==> src/rtl/uart_pkg.sv <==
// Shared UART definitions: frame states, supported oversampling ratios and parity selectors.
// Imported by both the TX frame generator and the RX sampler.
package uart_pkg;

  typedef enum logic [2:0] {
    IDLE   = 3'd0,
    START  = 3'd1,
    DATA   = 3'd2,
    PARITY = 3'd3,
    STOP   = 3'd4
  } uart_state_t;

  localparam logic [5:0] PRESCALE_8  = 6'd8;
  localparam logic [5:0] PRESCALE_16 = 6'd16;
  localparam logic [5:0] PRESCALE_32 = 6'd32;

  localparam logic PAR_EVEN = 1'b0;
  localparam logic PAR_ODD  = 1'b1;

endpackage

==> src/rtl/uart_tx_bit_timer.sv <==
// Per-bit cycle timer: counts 0..prescale_latched-1 while enabled and pulses bit_done
// on the terminal count, then wraps to zero.
module uart_tx_bit_timer (
  input  logic       CLK,
  input  logic       RST,
  input  logic       enable,
  input  logic [5:0] prescale_latched,
  output logic       bit_done
);

  logic [5:0] cnt_r;
  logic       terminal_s;

  assign terminal_s = (cnt_r == (prescale_latched - 6'd1));
  assign bit_done   = enable & terminal_s;

  // cycle counter, held at zero whenever no frame is in flight
  always_ff @(posedge CLK) begin
    if (RST) begin
      cnt_r <= 6'd0;
    end else if (!enable || terminal_s) begin
      cnt_r <= 6'd0;
    end else begin
      cnt_r <= cnt_r + 6'd1;
    end
  end

endmodule

==> src/rtl/uart_tx_frame_gen.sv <==
// UART transmitter: serialises a byte as start, LSB-first data, optional parity and one
// stop bit, holding each bit for the prescale ratio latched when the frame was accepted.
module uart_tx_frame_gen
  import uart_pkg::*;
#(
  parameter int DATA_WIDTH = 8
) (
  input  logic                  CLK,
  input  logic                  RST,
  input  logic [5:0]            prescale,
  input  logic [DATA_WIDTH-1:0] P_DATA,
  input  logic                  Data_Valid,
  input  logic                  PAR_EN,
  input  logic                  PAR_TYP,
  output logic                  TX_OUT,
  output logic                  busy
);

  localparam int IDX_W = (DATA_WIDTH > 1) ? $clog2(DATA_WIDTH) : 1;
  localparam logic [IDX_W-1:0] LAST_IDX = IDX_W'(DATA_WIDTH - 1);

  function automatic logic calc_parity(input logic [DATA_WIDTH-1:0] d, input logic typ);
    return (typ == PAR_ODD) ? ~(^d) : (^d);
  endfunction

  uart_state_t           state_r, state_nxt_s;
  logic [IDX_W-1:0]      bit_idx_r, bit_idx_nxt_s, idx_inc_s;
  logic [DATA_WIDTH-1:0] data_r;
  logic [5:0]            prescale_r;
  logic                  par_en_r, par_bit_r;
  logic                  tx_r, tx_nxt_s;
  logic                  busy_r, busy_nxt_s;
  logic                  accept_s, bit_done_s, timer_en_s;

  assign timer_en_s = (state_r != IDLE);
  assign idx_inc_s  = bit_idx_r + IDX_W'(1);
  assign TX_OUT     = tx_r;
  assign busy       = busy_r;

  uart_tx_bit_timer u_bit_timer (
    .CLK              (CLK),
    .RST              (RST),
    .enable           (timer_en_s),
    .prescale_latched (prescale_r),
    .bit_done         (bit_done_s)
  );

  // next-state, bit index and registered-output precomputation
  always_comb begin
    state_nxt_s   = state_r;
    bit_idx_nxt_s = bit_idx_r;
    tx_nxt_s      = tx_r;
    busy_nxt_s    = busy_r;
    accept_s      = 1'b0;
    case (state_r)
      IDLE: begin
        tx_nxt_s   = 1'b1;
        busy_nxt_s = 1'b0;
        if (Data_Valid && (prescale != 6'd0)) begin
          accept_s      = 1'b1;
          state_nxt_s   = START;
          bit_idx_nxt_s = '0;
          tx_nxt_s      = 1'b0;
          busy_nxt_s    = 1'b1;
        end else begin
          state_nxt_s = IDLE;
        end
      end
      START: begin
        if (bit_done_s) begin
          state_nxt_s   = DATA;
          bit_idx_nxt_s = '0;
          tx_nxt_s      = data_r[0];
        end else begin
          state_nxt_s = START;
        end
      end
      DATA: begin
        if (bit_done_s) begin
          if (bit_idx_r == LAST_IDX) begin
            if (par_en_r) begin
              state_nxt_s = PARITY;
              tx_nxt_s    = par_bit_r;
            end else begin
              state_nxt_s = STOP;
              tx_nxt_s    = 1'b1;
            end
          end else begin
            bit_idx_nxt_s = idx_inc_s;
            tx_nxt_s      = data_r[idx_inc_s];
          end
        end else begin
          state_nxt_s = DATA;
        end
      end
      PARITY: begin
        if (bit_done_s) begin
          state_nxt_s = STOP;
          tx_nxt_s    = 1'b1;
        end else begin
          state_nxt_s = PARITY;
        end
      end
      STOP: begin
        if (bit_done_s) begin
          state_nxt_s = IDLE;
          tx_nxt_s    = 1'b1;
          busy_nxt_s  = 1'b0;
        end else begin
          state_nxt_s = STOP;
        end
      end
      default: begin
        state_nxt_s = IDLE;
        tx_nxt_s    = 1'b1;
        busy_nxt_s  = 1'b0;
      end
    endcase
  end

  // state, index and line registers; reset drops any frame in flight
  always_ff @(posedge CLK) begin
    if (RST) begin
      state_r   <= IDLE;
      bit_idx_r <= '0;
      tx_r      <= 1'b1;
      busy_r    <= 1'b0;
    end else begin
      state_r   <= state_nxt_s;
      bit_idx_r <= bit_idx_nxt_s;
      tx_r      <= tx_nxt_s;
      busy_r    <= busy_nxt_s;
    end
  end

  // shadow copy of the request so live inputs cannot disturb the frame in flight
  always_ff @(posedge CLK) begin
    if (RST) begin
      data_r     <= '0;
      prescale_r <= 6'd0;
      par_en_r   <= 1'b0;
      par_bit_r  <= 1'b0;
    end else if (accept_s) begin
      data_r     <= P_DATA;
      prescale_r <= prescale;
      par_en_r   <= PAR_EN;
      par_bit_r  <= calc_parity(P_DATA, PAR_TYP);
    end else begin
      data_r     <= data_r;
      prescale_r <= prescale_r;
      par_en_r   <= par_en_r;
      par_bit_r  <= par_bit_r;
    end
  end

endmodule

==> config.mk <==
export PLATFORM = sky130hd
export DESIGN_NAME = uart_tx_frame_gen
export DESIGN_NICKNAME = d
export VERILOG_FILES = /design/src/rtl/uart_pkg.sv /design/src/rtl/uart_tx_bit_timer.sv /design/src/rtl/uart_tx_frame_gen.sv
export SDC_FILE = /design/constraint.sdc
export NUM_CORES = 1
export LEC_CHECK = 0
export ABC_AREA = 1
export CORE_ASPECT_RATIO = 1.75
export CORE_UTILIZATION = 59
export CTS_CLUSTER_SIZE = 24
export DETAILED_ROUTE_END_ITERATION = 10
export GPL_ROUTABILITY_DRIVEN = 1
export PLACE_DENSITY = 0.84
export SYNTH_ARGS = -nofsm -noshare
export SYNTH_HDL_FRONTEND = slang
export SYNTH_SLANG_ARGS = --single-unit
==> constraint.sdc <==
create_clock -name CLK -period 3.9 [get_ports CLK]
set_input_delay 0.78 -clock CLK [delete_from_list [all_inputs] [get_ports CLK]]
set_output_delay 0.78 -clock CLK [all_outputs]
set_load 0.02 [all_outputs]
==> summary.txt <==
Timing
  • Relative slew slack: about three fifths
  • Final worst slack: 1880 ps
  • Max Freq: 495 MHz
  • Setup TNS Final: 0 ps
  • Final-report max-slew violation count: 0
  • Crit share post-route: 51.8%
  • Setup-failing EPs final: 0
  • Worst-margin pin slew: 588 ps
  • Final Hold Violating Endpoints: 0
  • Final clock skew: 3.46 ps
  • Post-route minimum period: a little over 2000 ps
  • RSZ-0062 raised after global routing: false

Cells and area
  • # nets final: 298
  • Diodes inserted: 0
  • Leading cell type in the layout, fill and taps excluded: nand2_1
  • Storage element area: 601 sq um
  • Filler instances: 241
  • Design area: between 1500 and 2000 sq um
  • Share of cells above drive strength 1: 9.45%
  • Syn-to-layout area delta: 16.1%
  • Highest-count cells in the layout ignoring fill and taps: nand2_1 (49), nor2_1 (41), dfxtp_1 (30)
  • Area of the multi-input gates: 948 sq um

Logic synthesis
  • Syn Inst Count: roughly 250
  • Top cells by area, synth: dfxtp_1 (35%), nand2_1 (11%), nor2_1 (9.0%), nand3_1 (7.0%), o21ai_0 (5.6%)
  • Yosys Warn Count: 0
  • Mapped Area: 1710 sq um
  • Yosys top cell area share: 35.1%
  • Sequential fraction of the synthesis area: about a third
  • FF+latch count, synth: 30
  • Avg Synthesized Cell Area: 6.78 sq um
  • Yosys top cell by area: dfxtp_1
  • Post-Syn Nets: about 280
  • Count of cell types in the netlist: 29

Power and ir drop
  • P per Cell Area: 374 nW/um^2
  • Reg power frac: 46.2%
  • Pint: 0.000518 W
  • Leak pwr: 0.864 nW
  • Switching Power: roughly 0.00022 W
  • Clk pwr share: approximately a third
  • Net Sw Frac: about 30%
  • VDD IR max: roughly 0.27 mV
  • Combinational Power Share: between 20% and 30%

Critical path
  • Classification of the worst setup path: input pin to flop
  • CP Max Fanout: 22
  • CP cell instances: clkdlybuf4s50_1, inv_1, nand3_1, nor3b_2
  • Crit path largest cell delay: 460 ps
  • CP Data Required Time: 4110 ps
  • CP max stage cell: inv_1
  • Crit path max-delay family: buffers and inverters
  • Crit start category: input pin
  • Flop2flop setup slack: 1950 ps
  • CP bufs+invs: 2
  • Worst path arrival time: 2230 ps
  • CP Capture Type: flop

Route
  • Routed wire length: 3.66 mm
  • Vias per cell: about 5.4
  • Detailed Route Iter0 Violations: 50
  • First drt pass iteration count: 6
  • DRC errors left: 0
  • Via count: 1,632
  • Wire length per cell: 12.1 um
  • Routed Antenna Nets: 0

Die
  • Initial core utilization: 62.8%
  • Die Wd: 42.7 um
  • Core box area: 2720 sq um
  • Rows: 25
  • Die footprint: about 3100 sq um
  • Die Span Y: 73.2 um
  • IO Count: 21

CTS
  • CTS root buf: clkbuf_8
  • H-tree depth: 2
  • Hold_buf cts: 0
  • Worst-path clk slew: 60 ps
  • CTS tree: built
  • CTS sink cnt: 30
  • Latest clock arrival within the worst-skew pair: 280 ps
  • Clock buffer count from CTS: 5
  • Postcts setup bufs: 0
  • CTS Buffer Depth: 2
  • Cts repair resizes: 0

Global routing
  • Pin count of the biggest net entering global routing: 26
  • First-pass GRT wire length: 6.47 mm
  • All-Layer GR Usage: around 28%
  • Global routing met3 resource utilization: 4.95%
  • Initial antenna violation count: 0
  • Congestion Overflow GR: 0
  • Met1 Use GR: 25.7%
  • GRT met2 Usage: a little over half
  • GRT busiest layer: met2
  • Number of global-route vias before repair: 1,584

Placed design
  • Post-DP HPWL: around 2.9 mm
  • DP Area: 1910 sq um
  • Routability cong.: 0.920
  • Port Buffers: 20
  • Pre-CTS setup slack: between 1500 and 2000 ps

Flow run
  • Max-cap violations: 0

Outcome
  • Outcome: finished, final reports clean

Worst hold path
  • Hold WC Path Type: flop to flop
[worst reg2reg max path: stages (launching register included)]
cell     delay, ps
dfxtp_1        390
inv_1          110
ha_1           330
xnor2_1        130
nor2_1         110
nand3_2        120
nor2_4         210
inv_2          110
nand2_1        120
nand3_1         90
nand2_1         70
nor2_1          40
[synth_stat cells]
| master | instances |
|---|---|
| xor2_1 | 3 |
| nand3_1 | 24 |
| nor3b_2 | 1 |
| nor2_2 | 3 |
| nand2_2 | 1 |
| inv_4 | 1 |
| nor2_8 | 1 |
| a21oi_2 | 1 |
| nand3b_1 | 1 |
| a31oi_1 | 1 |
| nand3_2 | 1 |
| o21ai_0 | 19 |
| ha_1 | 4 |
| nor2_1 | 41 |
| o21a_1 | 1 |
| nand2_1 | 49 |
| inv_2 | 6 |
| clkbuf_1 | 1 |
| o31ai_1 | 1 |
| nor3_1 | 2 |
| a21oi_1 | 18 |
| or2_2 | 1 |
| dfxtp_1 | 30 |
| buf_6 | 3 |
| o21ai_2 | 1 |
| nor2_4 | 2 |
| xnor2_1 | 7 |
| o21ai_1 | 3 |
| inv_1 | 25 |
[routing by layer]
layer	share of wire (%)	vias to the layer above
li1	-	861
met1	35	726
met2	59	39
met3	3.7	6
met4	2.0	0
met5	0	-
[kinds of logic after synthesis]
group / share of synthesized area (%)
AO/OA/AOI/OAI: 14.0
XOR/XNOR: 5.12
adder cells (fa/ha/maj): 2.93
buffers and inverters: 9.37
flip-flops: 35.1
AND/OR/NAND/NOR: 33.5
[worst paths after layout]
kind                 startpoint              endpoint  cells past startpoint
setup / recovery            RST  u_bit_timer.cnt_r[2]                      4
hold / removal        data_r[4]             data_r[4]                      2
setup reg to reg  prescale_r[0]          bit_idx_r[0]                     11
hold reg to reg       data_r[4]             data_r[4]                      2
[flip-flops by register name, summed over array words and instances (netlist names)]
name / count
data_r: 8
prescale_r: 6
u_bit_timer.cnt_r: 6
bit_idx_r: 3
state_r: 3
TX_OUT: 1
busy: 1
par_bit_r: 1
par_en_r: 1
[power groups by stage]
stage                     clock (W)  combinational [W]  sequential, W
after CTS                  0.000237           0.000167       0.000343
final                      0.000233           0.000166       0.000343
after detailed placement          0           0.000166       0.000349
after global routing       0.000249           0.000186       0.000345
after global placement            0           0.000163       0.000349
after floorplan                   0           0.000118       0.000348
[metrics by stage]
stage | total power [W] | std cells | utilization, % | hold slack [ps]
2_1_floorplan | 0.000466 | 252 | - | 430
3_3_place_gp | 0.000512 | 295 | 70.0 | 461
3_5_place_dp | 0.000516 | 295 | 70.0 | 465
4_1_cts | 0.000747 | 302 | 72.9 | 475
5_1_grt | 0.000780 | 302 | 72.9 | 517
6_report | 0.000743 | 302 | 72.9 | 480
[cell type report]
cell class              count  share of cell area (%)
inverters                  32                    6.18
clock inverters             2                   0.504
repair buffers             20                    10.1
flip-flops and latches     30                    30.3
multi-input cells         186                    47.8
well taps                  27                    1.70
clock buffers               5                    3.47
No activity file was read; power rests on OpenSTA's default activity.
